<file path="config.mk">
export PLATFORM = sky130hd
export DESIGN_NAME = conv_window_reader
export DESIGN_NICKNAME = d
export VERILOG_FILES = /design/src/rtl/conv_pkg.sv /design/src/rtl/conv_window_shreg.sv /design/src/rtl/conv_window_reader.sv
export SDC_FILE = /design/constraint.sdc
export NUM_CORES = 1
export LEC_CHECK = 0
export CAP_MARGIN = 20
export CORE_AREA = 5 5 261 263
export DETAILED_ROUTE_END_ITERATION = 16
export DIE_AREA = 0 0 266 268
export GPL_TIMING_DRIVEN = 0
export MAX_ROUTING_LAYER = met4
export PLACE_DENSITY = 0.61
export SLEW_MARGIN = 0
export SYNTH_ARGS = -nofsm -noshare
export SYNTH_HDL_FRONTEND = slang
export SYNTH_SLANG_ARGS = --single-unit
</file>
<file path="constraint.sdc">
create_clock -name clk -period 5.65 [get_ports clk]
set_input_delay 0.8475 -clock clk [delete_from_list [all_inputs] [get_ports clk]]
set_output_delay 0.8475 -clock clk [all_outputs]
set_load 0.02 [all_outputs]
</file>
<file path="src/rtl/conv_pkg.sv">
// Shared constants, state encoding and window indexing for the convolution window reader.
package conv_pkg;

    localparam int CONV_ADDR_WIDTH = 32;
    localparam int CONV_WIDTH      = 16;
    localparam int CONV_K          = 5;

    typedef enum logic [1:0] {
        IDLE  = 2'd0,
        RUN   = 2'd1,
        DRAIN = 2'd2
    } state_t;

    // Flat position of window element (r,c); c=0 is the leftmost (oldest) column.
    function automatic int win_idx(input int r, input int c, input int k);
        return r * k + c;
    endfunction

endpackage

</file>
<file path="src/rtl/conv_window_shreg.sv">
// KxK window register: each enabled cycle shifts every row left and loads a new rightmost column.
module conv_window_shreg
    import conv_pkg::*;
#(
    parameter int WIDTH = CONV_WIDTH,
    parameter int K     = CONV_K
) (
    input  logic                   clk,
    input  logic                   rst_n,
    input  logic                   shift_en,
    input  logic [K*WIDTH-1:0]     col_in,
    output logic [K*K*WIDTH-1:0]   win_data
);

    logic [WIDTH-1:0] win_q [K*K];

    always_ff @(posedge clk or negedge rst_n) begin
        if (!rst_n) begin
            for (int i = 0; i < K*K; i++) begin
                win_q[i] <= '0;
            end
        end else if (shift_en) begin
            for (int r = 0; r < K; r++) begin
                for (int c = 0; c < K; c++) begin
                    if (c == K-1) begin
                        win_q[win_idx(r, c, K)] <= col_in[r*WIDTH +: WIDTH];
                    end else begin
                        win_q[win_idx(r, c, K)] <= win_q[win_idx(r, c + 1, K)];
                    end
                end
            end
        end
    end

    always_comb begin
        win_data = '0;
        for (int i = 0; i < K*K; i++) begin
            win_data[i*WIDTH +: WIDTH] = win_q[i];
        end
    end

endmodule

</file>
<file path="src/rtl/conv_window_reader.sv">
// Raster-scan read master for the K-port conv buffer, streaming every KxK window over valid/ready.
// Optional address-range error flag enabled by defining CONV_READER_ADDR_CHECK_EN.
module conv_window_reader
    import conv_pkg::*;
#(
    parameter int WIDTH      = CONV_WIDTH,
    parameter int ADDR_WIDTH = CONV_ADDR_WIDTH,
    parameter int K          = CONV_K,
    parameter int IMG_W      = 28,
    parameter int IMG_H      = 28,
    parameter int DEPTH      = 1024
) (
    input  logic                      clk,
    input  logic                      rst_n,
    input  logic                      start,
    input  logic [ADDR_WIDTH-1:0]     base_addr,
    output logic                      busy,
    output logic                      done,
    output logic [K*ADDR_WIDTH-1:0]   rd_addr_NP,
    input  logic [K*WIDTH-1:0]        rd_data_NP,
    output logic [K*K*WIDTH-1:0]      win_data,
    output logic                      win_valid,
    input  logic                      win_ready,
    output logic                      addr_err
);

    localparam int CW = $clog2(IMG_W + 1);
    localparam int RW = $clog2(IMG_H + 1);

    if (IMG_W < K || IMG_H < K || DEPTH < 1) begin : g_bad_cfg
        $error("conv_window_reader: map must be at least KxK and DEPTH positive");
    end

    state_t                state_q, state_d;
    logic [ADDR_WIDTH-1:0] row_base_q;
    logic [CW-1:0]         col_q;
    logic [RW-1:0]         row_q;
    logic                  win_valid_q;
    logic                  done_q;
    logic                  fetch_en;
    logic                  start_acc;
    logic                  end_of_row;
    logic                  last_row;

    assign start_acc  = (state_q == IDLE) && start;
    assign end_of_row = (col_q == CW'(IMG_W - 1));
    assign last_row   = (row_q == RW'(IMG_H - K));

    always_comb begin
        state_d  = state_q;
        fetch_en = 1'b0;
        case (state_q)
            IDLE: begin
                if (start) state_d = RUN;
            end
            RUN: begin
                fetch_en = !win_valid_q || win_ready;
                if (fetch_en && end_of_row && last_row) state_d = DRAIN;
            end
            DRAIN: begin
                if (win_valid_q && win_ready) state_d = IDLE;
            end
            default: state_d = IDLE;
        endcase
    end

    always_ff @(posedge clk or negedge rst_n) begin
        if (!rst_n) state_q <= IDLE;
        else        state_q <= state_d;
    end

    always_ff @(posedge clk or negedge rst_n) begin
        if (!rst_n) begin
            row_base_q  <= '0;
            col_q       <= '0;
            row_q       <= '0;
            win_valid_q <= 1'b0;
            done_q      <= 1'b0;
        end else begin
            done_q <= (state_q == DRAIN) && win_valid_q && win_ready;
            if (start_acc) begin
                row_base_q <= base_addr;
                col_q      <= '0;
                row_q      <= '0;
            end else if (fetch_en) begin
                if (end_of_row) begin
                    col_q      <= '0;
                    row_q      <= row_q + 1'b1;
                    row_base_q <= row_base_q + ADDR_WIDTH'(IMG_W);
                end else begin
                    col_q <= col_q + 1'b1;
                end
            end
            // A window completes once K columns of the current row have been shifted in.
            if (fetch_en) begin
                win_valid_q <= (col_q >= CW'(K - 1));
            end else if (win_valid_q && win_ready) begin
                win_valid_q <= 1'b0;
            end
        end
    end

    // Addresses are parked at zero while idle so the buffer sees a quiet bus.
    always_comb begin
        rd_addr_NP = '0;
        if (state_q != IDLE) begin
            for (int i = 0; i < K; i++) begin
                rd_addr_NP[i*ADDR_WIDTH +: ADDR_WIDTH] =
                    row_base_q + ADDR_WIDTH'(i * IMG_W) + ADDR_WIDTH'(col_q);
            end
        end
    end

    conv_window_shreg #(
        .WIDTH (WIDTH),
        .K     (K)
    ) u_shreg (
        .clk      (clk),
        .rst_n    (rst_n),
        .shift_en (fetch_en),
        .col_in   (rd_data_NP),
        .win_data (win_data)
    );

`ifdef CONV_READER_ADDR_CHECK_EN
    logic addr_oob;
    logic addr_err_q;

    always_comb begin
        addr_oob = 1'b0;
        for (int i = 0; i < K; i++) begin
            if (rd_addr_NP[i*ADDR_WIDTH +: ADDR_WIDTH] >= ADDR_WIDTH'(DEPTH)) addr_oob = 1'b1;
        end
    end

    always_ff @(posedge clk or negedge rst_n) begin
        if (!rst_n)                     addr_err_q <= 1'b0;
        else if (start_acc)             addr_err_q <= 1'b0;
        else if (fetch_en && addr_oob)  addr_err_q <= 1'b1;
    end

    assign addr_err = addr_err_q;
`else
    assign addr_err = 1'b0;
`endif

    assign busy      = (state_q != IDLE);
    assign done      = done_q;
    assign win_valid = win_valid_q;

endmodule

</file>
==> results.py, run 1 <==
metrics = {
    "drt": {
        "ant_nets": 0,
        "drc": 0,
        "routedWlPerCell_um": 22.3,
        "first_iter_violations": 1900,
        "routed_wl_mm": 97.4,
        "vias": 21300,
        "firstDrtPassIters": 6,
        "viasPerCell": 4.89,
    },
    "sta": {
        "slew_headroom_pct": 26.2,
        "fmax_mhz": 182,
        "fin_ws_ns": 0.160,
        "final-hold-violation-count": 0,
        "slew_violations": 0,
        "fin_crit_ns": 5.49,
        "rsz0062_at_grt": "no",
        "setup_viol": 0,
        "finalCritPeriodShare_pct": 97.2,
        "worstMarginPinSlew_ns": 1.11,
        "fin_skew_ns": 0.0405,
    },
    "cts": {
        "clk_pin_slew_ns": 0.06,
        "htreeDepth": 2,
        "cts_root_buffer": "clkbuf_16",
        "cts_tree": "done",
        "insertion_delay_ns": 0.61,
        "cts_buffers": 50,
        "clock_sink_count": 446,
        "clockBufferDepth": 3,
    },
    "power_and_ir_drop": {
        "switching_power_mw": 9.85,
        "sequentialPowerShare_pct": 27.5,
        "p_clk_share_pct": 16.2,
        "power.internal_mw": 11.4,
        "p_leak_nw": 14.7,
        "p_total_mw": 21.2,
        "swShare_pct": 46.4,
        "peakVddDrop_mv": 0.387,
        "power_density_nw_per_um2": 670,
        "p_comb_share_pct": 56.3,
    },
    "flow_run": {
        "maxCapViolations": 0,
    },
    "worst_setup_path": {
        "crit_chain": "inv_1 -> ha_2 -> inv_1 -> ha_1 -> a21o_1 -> a21o_1 -> a21oi_1 -> o21ai_0 -> a21oi_2 -> clkbuf_2 -> o21ai_0 -> a21oi_1 -> clkdlybuf4s50_1",
        "r2r-start": "row_base_q[21]",
        "r2r_cells": 9,
        "crit_arrival_ns": 4.64,
        "start_kind": "flip-flop",
        "worstReg2RegEnd": "row_base_q[31]",
        "r2r_slack_ns": 2.45,
        "crit_type": "reg -> out",
        "slowest_stage": "clkdlybuf4s50_1",
        "critical_path_required_ns": 4.80,
        "critPathMaxFanout": 10,
        "max_stage_delay_ns": 0.70,
        "critPathCaptureType": "output pin",
    },
    "synthesis": {
        "ys.flop_type": "dfrtp_1",
        "ys_top_cells_by_area": "dfrtp_1, nand2_1, xnor2_1",
        "ys_async_sr_fraction_pct": 100,
        "syn_nets": 2859,
        "synth_top_area_share_pct": 51.2,
        "synth_cells": 2707,
        "synthDistinctLibCells": 62,
        "yosysSeqAreaShare_pct": 51.2,
        "synth_edf_count": 0,
        "ys_ff_latch": 446,
        "synth_top_cell_by_area": "dfrtp_1",
        "synth_area_per_cell_um2": 8.05,
        "ys_warn_count": 0,
        "netlist_area_um2": 21800,
    },
    "final_layout": {
        "layout_common_cells": "nand2_1, clkdlybuf4s50_1, dfrtp_1",
        "register_area_um2": 11200,
        "fillCellCount": 6421,
        "multiInputGateArea_um2": 9910,
        "syn2layout_area_growth_pct": 45.4,
        "layout_commonest_cell": "nand2_1",
        "layout-drive-gt1-share_pct": 4.70,
        "fin_nets": 3598,
    },
    "die": {
        "die-area_um2": 71300,
        "die_y_um": 268,
        "core_um2": 65400,
        "pin_count": 680,
        "rows": 94,
        "die_w_um": 266,
        "start_util_pct": 33.3,
    },
    "hold_path": {
        "hold_class": "in -> async",
    },
    "global_route": {
        "antenna_found_initial": 6,
        "grt_start_max_net_pins": 106,
        "grt_util_all_layers_pct": 27.0,
        "overflow": 0,
        "grt_pass1_vias": 20600,
        "grt_first_pass_wirelength_mm": 141,
    },
    "placement": {
        "preCtsSetupSlack_ns": 0.234,
        "detailed_place_hpwl_mm": 76.6,
        "gp_congestion": 0.988,
        "portBuffers": 678,
    },
    "status": {
        "status": "finished, final reports clean",
    },
}
cells in the mapped netlist, drive strengths merged (31+ instances only):
master  count
nand2    1319
dfrtp     446
nor2      175
clkbuf    134
xnor2      85
o21ai      65
xor2       65
nor3       45
a21oi      34
inv        34
nand3      33
buf        31
state kept, by name (all words and copies together), names as in the netlist:
signal and count:
done 1, state_q 2, u_shreg.win_data 400, row_base_q 32
win_valid 1, col_q 5, row_q 5
timing repair:
item                                    in CTS  in global routing
gates resized for setup                     16                 24
endpoints found under the hold margin        0                  0
setup buffers                                1                  6
cloned                                       0                  0
pin swaps                                    1                  4
endpoints found under the setup margin      33                 40
hold buffers                                 0                  0
worst max-delay path by stage:
stage / from / end / slack [ns]
floorplan: row_base_q[2] / rd_addr_NP[62] / 1.25
global placement: rst_n / u_shreg.win_data[396] / -17.04
detailed placement: row_base_q[2] / rd_addr_NP[63] / 0.23
CTS: col_q[1] / rd_addr_NP[148] / 0.01
global route: row_base_q[2] / rd_addr_NP[58] / 0.003
finish: col_q[2] / rd_addr_NP[108] / 0.16
critical path, delay by kind of cell (launching register included):
kind                       cells  cell delay [ns]
DFF                            1             0.50
AOI/OAI and AO/OA              7             1.54
buffers and inverters          4             1.36
adders and majority gates      2             0.65
kinds of logic (layout without fill, tap and decap cells):
kind of cell / count (synthesis) / after routing / synth area share (%)
multiplexers: 22 / 22 / 1.01
flip-flops: 446 / 446 / 51.2
other: 1 / 7 / 0.0172
AO/OA/AOI/OAI: 149 / 149 / 4.07
XOR/XNOR: 150 / 150 / 6.03
buffers and inverters: 202 / 982 / 3.75
adder cells (fa/ha/maj): 36 / 36 / 2.31
AND/OR/NAND/NOR: 1701 / 1701 / 31.6
metrics by stage:
stage               setup TNS [ns]  util [%]  cell area (um^2)  instances  hold slack [ns]
finish                           0      48.4             31700       4357            0.160
global route                     0      48.4             31700       4356            0.202
CTS                              0      48.3             31600       4345            0.181
detailed placement               0      45.5             29800       4254            0.461
global placement          -7557.05      45.3             29700       4249            0.457
floorplan                        0         -             21800       2707            0.452
layout make-up:
cell class | instances | area share (%)
antenna | 6 | 0.0474
buffer | 162 | 2.11
clock buffer | 71 | 4.65
clock inverter | 22 | 0.833
inverter | 37 | 0.438
multi-input combinational | 2059 | 31.3
sequential | 446 | 35.2
tap | 864 | 3.41
timing repair buffer | 690 | 22.0
metal layers:
layer  share of wire (%)  wire [um]  GRT usage (%)
met5                   0          0              -
met4                 3.8       3650           8.10
met3                 7.3       7070           5.91
met2                  48      46700           43.8
met1                  41      39900           34.2
power by group through the flow:
stage	clock network [mW]	registers (mW)	logic [mW]
2_1_floorplan	0	7.01	4.43
3_3_place_gp	0	5.85	11.9
3_5_place_dp	0	5.85	11.9
4_1_cts	3.52	5.83	12.0
5_1_grt	3.65	6.03	12.7
6_report	3.44	5.83	11.9
Note: power is estimated with default switching activity, not from simulation.
==> run 2, diff against run 1 <==
Settings changed: ABC_AREA set to 1.
==> results.py, run 2 <==
metrics = {
    "synthesis": {
        "ys.flop_type": "dfrtp_1",
        "synth_edf_count": 0,
        "syn_nets": 2922,
        "synth_cells": 2770,
        "synth_common_cells": "nand2_1, dfrtp_1, o21ai_0",
        "yosysSeqAreaShare_pct": 51.0,
        "ys_top_cells_by_area": "dfrtp_1, nand2_1, o21ai_0",
        "synth_area_per_cell_um2": 7.89,
        "ys_ff_latch": 446,
        "ys_warn_count": 0,
        "netlist_area_um2": 21900,
        "synth_top_area_share_pct": 51.0,
        "synthDistinctLibCells": 43,
        "ys_async_sr_fraction_pct": 100,
        "synthMostInstantiatedCell": "nand2_1",
        "synth_top_cell_by_area": "dfrtp_1",
    },
    "die": {
        "rows": 94,
        "die_y_um": 268,
        "core_um2": 65400,
        "die-area_um2": 71300,
        "start_util_pct": 33.4,
        "pin_count": 680,
        "die_w_um": 266,
    },
    "global_route": {
        "antenna_found_initial": 7,
        "grt_start_max_net_pins": 118,
        "grt_first_pass_wirelength_mm": 156,
        "grtUsageMet1_pct": 35.0,
        "use_met2_pct": 51.3,
        "grt_pass1_vias": 22000,
        "grt.busiest_layer": "met2",
        "grt_use_met3_pct": 9.00,
        "overflow": 0,
        "grt_util_all_layers_pct": 30.3,
    },
    "drt": {
        "routedWlPerCell_um": 24.8,
        "drc": 0,
        "first_iter_violations": 1773,
        "viasPerCell": 5.09,
        "ant_nets": 0,
        "vias": 22500,
        "firstDrtPassIters": 5,
        "routed_wl_mm": 109,
    },
    "power_and_ir_drop": {
        "power.internal_mw": 5.23,
        "peakVddDrop_mv": 0.228,
        "sequentialPowerShare_pct": 47.3,
        "swShare_pct": 22.4,
        "switching_power_mw": 1.51,
        "p_comb_share_pct": 2.4,
        "p_clk_share_pct": 50.3,
        "power_density_nw_per_um2": 214,
        "p_leak_nw": 15.3,
    },
    "sta": {
        "rsz0062_at_grt": "yes",
        "setup_viol": 0,
        "fin_crit_ns": 5.53,
        "worstMarginPinSlew_ns": 1.17,
        "final-hold-violation-count": 0,
        "slew_headroom_pct": 22.0,
        "fmax_mhz": 181,
        "fin_skew_ns": 0.0345,
        "finalCritPeriodShare_pct": 97.9,
        "slew_violations": 0,
        "fin_ws_ns": 0.120,
    },
    "cts": {
        "clock_sink_count": 446,
        "post-cts-setup-buffers": 0,
        "cts_buffers": 50,
        "clk_pin_slew_ns": 0.06,
        "cts_tree": "done",
        "cts_root_buffer": "clkbuf_16",
        "clockBufferDepth": 3,
        "htreeDepth": 2,
        "insertion_delay_ns": 0.61,
    },
    "final_layout": {
        "layout-drive-gt1-share_pct": 5.19,
        "stdcell_area_um2": 31500,
        "syn2layout_area_growth_pct": 44.3,
        "fillCellCount": 6575,
        "layout_commonest_cell": "nand2_1",
        "layout_common_cells": "nand2_1, clkdlybuf4s50_1, dfrtp_1",
        "fin_nets": 3656,
        "largest_register_ffs": 400,
    },
    "worst_setup_path": {
        "start_kind": "flip-flop",
        "crit_arrival_ns": 4.68,
        "critPathMaxFanout": 8,
        "critical_path_required_ns": 4.80,
        "crit_type": "reg -> out",
        "critPathCaptureType": "output pin",
    },
    "status": {
        "status": "finished, final reports clean",
    },
    "flow_run": {
        "maxCapViolations": 0,
    },
    "hold_path": {
        "hold_class": "in -> async",
    },
    "placement": {
        "preCtsSetupSlack_ns": 0.498,
        "gp_congestion": 1.02,
        "portBuffers": 678,
        "dpl-instance-area_um2": 29800,
        "detailed_place_hpwl_mm": 86.2,
    },
}
[run 2: power groups by stage]
stage | Sequential, mW | Combinational [mW] | Clock (mW)
CTS | 3.19 | 0.166 | 3.43
global route | 3.19 | 0.179 | 3.56
finish | 3.19 | 0.162 | 3.39
global placement | 3.26 | 0.157 | 0
floorplan | 3.25 | 0.00113 | 0
detailed placement | 3.25 | 0.166 | 0
[run 2: per-layer routing]
metal,vias to the layer above,part of all wire (%),wire (um)
met4,0,4.0,4340
met3,200,9.7,10600
met1,10900,37,40900
met5,-,0,0
li1,10300,-,-
met2,973,49,53600
[run 2: what timing repair did]
action	CTS	global route
hold buffers	0	0
endpoints found under the setup margin	8	12
resized for setup	3	3
endpoints found under the hold margin	0	0
[run 2: layout make-up]
class | instances | area, um^2 | share of cell area, %
inverter | 303 | 1140 | 3.60
sequential | 446 | 11200 | 35.4
multi-input combinational | 1876 | 8960 | 28.4
clock inverter | 19 | 269 | 0.853
tap | 864 | 1080 | 3.43
timing repair buffer | 682 | 6900 | 21.9
antenna | 6 | 15.0 | 0.0476
clock buffer | 71 | 1400 | 4.44
buffer | 145 | 627 | 1.99
[run 2: worst paths after layout]
check / start / slack, ns / to / cells after the start
setup / recovery: row_base_q[2] / 0.12 / rd_addr_NP[127] / 17
hold / removal: rst_n / 0.29 / u_shreg.win_data[169] / 2
setup reg to reg: state_q[1] / 2.70 / row_base_q[26] / 10
hold reg to reg: row_q[4] / 0.46 / row_q[4] / 1
max in group asynchronous: rst_n / 4.28 / u_shreg.win_data[54] / 3
min in group clk: row_q[4] / 0.46 / row_q[4] / 1
[run 2: worst max-delay path, stage by stage (launching register included)]
cell and delay (ns):
dfrtp_1 0.42, inv_1 0.30, ha_1 0.40, fa_1 0.46
inv_1 0.08, nand3_1 0.08, nand2_1 0.08, nand2_1 0.07
a21oi_2 0.31, a21oi_2 0.26, inv_1 0.23, nand2_1 0.11
nor2_1 0.32, nand2_1 0.12, nand2_1 0.09, nand2_1 0.05
nor2_1 0.09, clkdlybuf4s50_1 0.61
[run 2: through the flow]
| step | TNS (ns) | utilization, % | std cells | hold WS (ns) | power, mW |
|---|---|---|---|---|---|
| 4_1_cts | 0 | 48.2 | 4406 | 0.319 | 6.79 |
| 6_report | 0 | 48.2 | 4412 | 0.288 | 6.75 |
| 3_5_place_dp | 0 | 45.6 | 4316 | 0.461 | 3.42 |
| 5_1_grt | -0.241 | 48.2 | 4412 | 0.327 | 6.93 |
| 2_1_floorplan | 0 | - | 2770 | 0.434 | 3.25 |
| 3_3_place_gp | -7746.96 | 45.5 | 4312 | 0.452 | 3.42 |
[run 2: kinds of logic (layout without fill, tap and decap cells)]
kind of cell,after synthesis,after routing,share of synthesized area [%]
and+or+nand+nor,1212,1212,23.4
AOI/OAI and AO/OA,602,602,14.2
buffers and inverters,448,1220,8.07
DFF,446,446,51.0
adders and majority gates,36,36,2.30
xor gates and xnor gates,25,25,1.00
other,1,7,0.0172
